`src/rtl/nibble_pack_8b.sv`:
```
// Packs pairs of 4-bit nibbles (low first) into bytes behind a one-byte output register.
// Define PACK_FLUSH_EN to add the flush port that pads out a held low nibble.
module nibble_pack_8b (
    input  logic       clk,
    input  logic       reset_n,
    input  logic [3:0] in_,
    input  logic       in_val,
    output logic       in_rdy,
    output logic [7:0] out_,
    output logic       out_val,
    input  logic       out_rdy,
`ifdef PACK_FLUSH_EN
    input  logic       flush,
`endif
    output logic       half
);

    typedef enum logic {
        EMPTY = 1'b0,
        HALF  = 1'b1
    } state_e;

    state_e     state_q;
    logic [3:0] lo_q;
    logic [7:0] out_q;
    logic       out_val_q;

    logic in_fire;
    logic out_fire;
    logic slot_free;
    logic flush_go;

    // A low nibble never needs the output slot, so EMPTY always accepts.
    assign slot_free = !out_val_q || out_rdy;
    assign in_rdy    = (state_q == EMPTY) || slot_free;
    assign in_fire   = in_val && in_rdy;
    assign out_fire  = out_val_q && out_rdy;

`ifdef PACK_FLUSH_EN
    assign flush_go = flush && (state_q == HALF) && !in_fire && slot_free;
`else
    assign flush_go = 1'b0;
`endif

    assign out_    = out_q;
    assign out_val = out_val_q;
    assign half    = (state_q == HALF);

    always_ff @(posedge clk or negedge reset_n) begin
        if (!reset_n) begin
            state_q   <= EMPTY;
            lo_q      <= 4'h0;
            out_q     <= 8'h00;
            out_val_q <= 1'b0;
        end else begin
            unique case (state_q)
                EMPTY: begin
                    if (out_fire) begin
                        out_val_q <= 1'b0;
                    end
                    if (in_fire) begin
                        lo_q    <= in_;
                        state_q <= HALF;
                    end
                end
                HALF: begin
                    if (in_fire) begin
                        out_q     <= {in_, lo_q};
                        out_val_q <= 1'b1;
                        state_q   <= EMPTY;
                    end else if (flush_go) begin
                        out_q     <= {4'h0, lo_q};
                        out_val_q <= 1'b1;
                        state_q   <= EMPTY;
                    end else if (out_fire) begin
                        out_val_q <= 1'b0;
                    end
                end
                default: begin
                    state_q <= EMPTY;
                end
            endcase
        end
    end

endmodule

```
`config.mk`:
```
export PLATFORM = sky130hd
export DESIGN_NAME = nibble_pack_8b
export DESIGN_NICKNAME = d
export VERILOG_FILES = /design/src/rtl/nibble_pack_8b.sv
export SDC_FILE = /design/constraint.sdc
export NUM_CORES = 1
export LEC_CHECK = 0
export BUFFER_PORTS_ARGS = -buffer_cell sky130_fd_sc_hd__buf_4
export CORE_AREA = 3 3 40 42
export CTS_CLUSTER_SIZE = 28
export DETAILED_ROUTE_END_ITERATION = 12
export DIE_AREA = 0 0 43 45
export PLACE_DENSITY = 0.71
export SYNTH_ARGS = -nofsm -noshare
export SYNTH_HDL_FRONTEND = slang
export SYNTH_SLANG_ARGS = --single-unit
```
`constraint.sdc`:
```
create_clock -name clk -period 2.2 [get_ports clk]
set_input_delay 0.11 -clock clk [delete_from_list [all_inputs] [get_ports clk]]
set_output_delay 0.11 -clock clk [all_outputs]
set_load 0.005 [all_outputs]
```
=== Word level (Yosys, flattened, before mapping) ===
Cells that the tools add are included.

* Muxes and demuxes: 6
* Bitwise gates (word level): 1
* Reductions and logical operators: 7

{| class="wikitable"
|+ Operators by type and width
! operator !! count
|-
| 1-bit 2-to-1 mux || 4
|-
| 1-bit one-hot mux with 2 select lines || 2
|-
| 2-bit AND reduction || 2
|-
| 1-bit logical AND || 2
|-
| 1-bit logical OR || 2
|-
| 1-bit logical NOT || 1
|-
| 1-bit NOT || 1
|}

* Word-level logic and storage cells: 18
* Output and inout bits: 11
* Bits in registers: 14
* Input port bits: 8

=== Depth between registers and ports, before layout ===
* Depth after elaboration: 6
* Gate-level depth with buffers: 5
* Gate-level depth less buffers: 4

=== Least setup slack after synthesis ===
No wires, ideal clock.

* Path type: reg-to-reg
* Start point: reg state_q, in the netlist half
* End point: reg out_q[0], in the netlist out_[0]
* Stages on the path, launching flop included: 6
* Data required time: 2.075 ns
* Arrival: 1.297 ns
* Period minus slack after synthesis: 1.422 ns
* Setup time: 0.125 ns
* Slack: 0.778 ns
* Buffers on the path: 1
* Cell sequence: dfrtp_1 -> nand3b_1 -> and2_1 -> ha_1 -> buf_6 -> mux2_4

* Longest elaborated chain between the ends: 4

{| class="wikitable"
|+ Ends and longest elaborated chain
! element !! line !! RTL
|-
| start: declaration || 23 || <nowiki>state_e state_q;</nowiki>
|-
| start signal: assignment || 51 || <nowiki>state_q <= EMPTY;</nowiki>
|-
| start signal: assignment || 63 || <nowiki>state_q <= HALF;</nowiki>
|-
| start signal: assignment || 70 || <nowiki>state_q <= EMPTY;</nowiki>
|-
| 1-bit NOT || - ||
|-
| 1-bit logical OR || 35 || <nowiki>assign in_rdy = (state_q == EMPTY) || slot_free;</nowiki>
|-
| net in_rdy || 8 || <nowiki>output logic in_rdy,</nowiki>
|-
| 1-bit logical AND || 36 || <nowiki>assign in_fire = in_val && in_rdy;</nowiki>
|-
| 2-bit AND reduction (no source line) || - ||
|-
| end signal: assignment || 68 || <nowiki>out_q <= {in_, lo_q};</nowiki>
|-
| end signal: assignment || 72 || <nowiki>out_q <= {4'h0, lo_q};</nowiki>
|-
| end: declaration || 25 || <nowiki>logic [7:0] out_q;</nowiki>
|}

The timed path passes the listed nets, and every way through them passes these cells.
A chain may end at the register's enable or synchronous reset.

=== Worst setup path in the final report ===
* Start point: reg state_q, in the netlist half
* End point: reg out_q[0], in the netlist out_[0]

* Longest elaborated chain between the ends: 4

{| class="wikitable"
|+ Ends and longest elaborated chain
! element !! line
|-
| 1-bit NOT || -
|-
| 1-bit logical OR || 35
|-
| 1-bit logical AND || 36
|-
| 2-bit AND reduction (no source line) * || -
|}

Mark *: on every way between the ends. The rest lies on a longest branch, timed or not.

==> impl_metrics.ini <==
[worst_setup_path]
start_kind = register
reg2reg_from = half$_DFF_PN0_
max_stage_delay_ns = 0.46
cp-end-kind = register
crit_chain = nand3b_1, and2_1, ha_1, mux2_4
cp_num_buf_inv = 0
path_class = reg -> reg
cpMaxStageDelayCell = ha_1
cp.depth = 4
crit_fanout = 8
r2r_slack_ns = 0.59
crit_family = adder cells
rr_worst_depth = 4
worstPathArrival_ns = 1.78
r2r-end = out_[0]$_DFFE_PN0P_
worst_ep_required_time_ns = 2.36

[logic_synthesis]
synth_area_um2 = 586
synth_commonest_cells = dfrtp_1, mux2_4, mux2_2
synthFlopType = dfrtp_1
synth_cell_types = 10
ys_ff_latch = 14
yosysMostFrequentCell = dfrtp_1
synth_cells = 36
syn_nets = 46
synth_largest_area_cell = dfrtp_1
synth-seq-area-share_pct = 59.8
synth_warnings = 0
synth-edff-count = 0
avgSynthCellArea_um2 = 16.3
synth_area_leaders = dfrtp_1, mux2_4, mux2_2, ha_1, buf_6
async_flop_share_pct = 100
synth_top_area_share_pct = 59.8

[placed_design]
dp_hpwl_um = 723
placed_cell_area_um2 = 728
numPortBuffers = 18
gp_congestion = 0.667
place_inst = 68
pre_cts_slack_ns = 0.581

[detailed_routing]
drtIter0Drc = 3
vias_per_cell = 4.66
first_pass_iters = 2
postRouteAntennaNets = 0
wl_um = 932
vias = 340
post_drt_wl_per_cell_um = 12.8
drcViolationCount = 0

[timing]
timing.final.ws_setup_ns = 0.586
holdWs_ns = 0.0187
tightest_slew_ns = 0.488
skew_ns = 0.00214
fin_crit_sh_pct = 73.4
timing.fmax_mhz = 620
setup_viol = 0
slew_violations = 0
rsz0062_at_grt = no
tns_ns = 0
relSlewSlack_pct = 67.4
hold_violations = 0
min_period_ns = 1.61

[finish]
diodes = 0
nNetsFinal = 69
nFillCells = 105
design_area_um2 = 774
fin_cells = 73
utilization_pct = 60.3
drive_above_1_share_pct = 58.6
area_delta_synth_final_pct = 32.3

[floorplanning]
io_pins = 19
die_area_um2 = 1940
die_w_um = 43
die_y_um = 45
fp-row-count = 13
fp.coreArea_um2 = 1280
start_util_pct = 45.6

[power_and_ir_drop]
ir_drop_v = 0.000654
finalPower_mw = 1.08
p_per_area_nw_per_um2 = 1400
leakagePower_nw = 0.389

[global_route]
grt_pass1_wl_mm = 1.57
antenna_found_initial = 0
grt_pass1_vias = 355
grt_start_max_net_pins = 15
grt-ovfl-total = 0
grt_usage_pct = 11.6

[clock_tree]
post-cts-setup-buffers = 0
cts-root-buf = clkbuf_4
clk_pin_slew_ns = 0.08
clkLatencyLatePin_ns = 0.27
cts_sinks = 14
numCtsBuffers = 3
cts_htree_levels = 1
ctsResizeCount = 0
clock_path_buffers = 2
cts_tree = yes

[job]
maxCapViolCount = 0

[hold_path]
hp-start = out_rdy
hold_depth = 2
hp-class = in -> reg
min_to = out_val$_DFF_PN0_

[run_status]
outcome = finished clean
-- layout by cell type, fill, tap and decap left out --
master,instances
buf_4,18
dfrtp_1,14
mux2_4,8
mux2_2,4
inv_1,3
clkbuf_4,3
ha_1,2
nand3b_1,1
and2_1,1
nand2_1,1
o21ai_0,1
clkbuf_8,1
dlygate4sd3_1,1
-- layout make-up --
| cell class | count | area (um2) | share of cell area [%] |
|---|---|---|---|
| repair buffers | 19 | 145 | 18.7 |
| well taps | 15 | 18.8 | 2.42 |
| inverters | 3 | 11.3 | 1.45 |
| multi-input cells | 18 | 213 | 27.5 |
| flip-flops and latches | 14 | 350 | 45.2 |
| clock buffers | 4 | 36.3 | 4.68 |
-- sequential cells by signal, indices dropped and copies added (netlist names) --
signal and count:
half 1, lo_q 4, out_ 8, out_val 1
-- power breakdown --
| part | internal, mW | switching, mW |
|---|---|---|
| Clock | 0.100 | 0.0807 |
| Sequential | 0.388 | 0.0814 |
| Combinational | 0.304 | 0.127 |
| Total | 0.793 | 0.289 |
-- how the worst max path moves through the flow --
stage / start / endpoint / slack (ns)
floorplan: half$_DFF_PN0_ / out_[0]$_DFFE_PN0P_ / 0.78
global placement: half$_DFF_PN0_ / out_[5]$_DFFE_PN0P_ / 0.62
detailed placement: half$_DFF_PN0_ / out_[4]$_DFFE_PN0P_ / 0.58
CTS: half$_DFF_PN0_ / out_[0]$_DFFE_PN0P_ / 0.56
global route: half$_DFF_PN0_ / out_[0]$_DFFE_PN0P_ / 0.48
finish: half$_DFF_PN0_ / out_[0]$_DFFE_PN0P_ / 0.59
-- per-layer routing --
layer,part of all wire [%],track usage [%],routed length (um)
met1,45,14.9,424
met2,46,16.8,427
met3,8.7,3.98,81
met4,0,7.23,0
met5,0,0,0
-- kinds of logic after synthesis --
| logic type | after synthesis | synth area share, % |
|---|---|---|
| mux | 12 | 28.2 |
| flops | 14 | 59.8 |
| fa+ha+maj | 2 | 4.27 |
| buf+inv | 4 | 3.85 |
| simple gates | 3 | 2.99 |
| compound gates | 1 | 0.854 |
-- what timing repair did --
| item | in CTS | in global routing |
|---|---|---|
| endpoints found under the hold margin | 14 | 0 |
| hold buffers | 1 | 0 |
| endpoints found under the setup margin | 0 | 0 |
No activity file was read; power rests on OpenSTA's default activity.
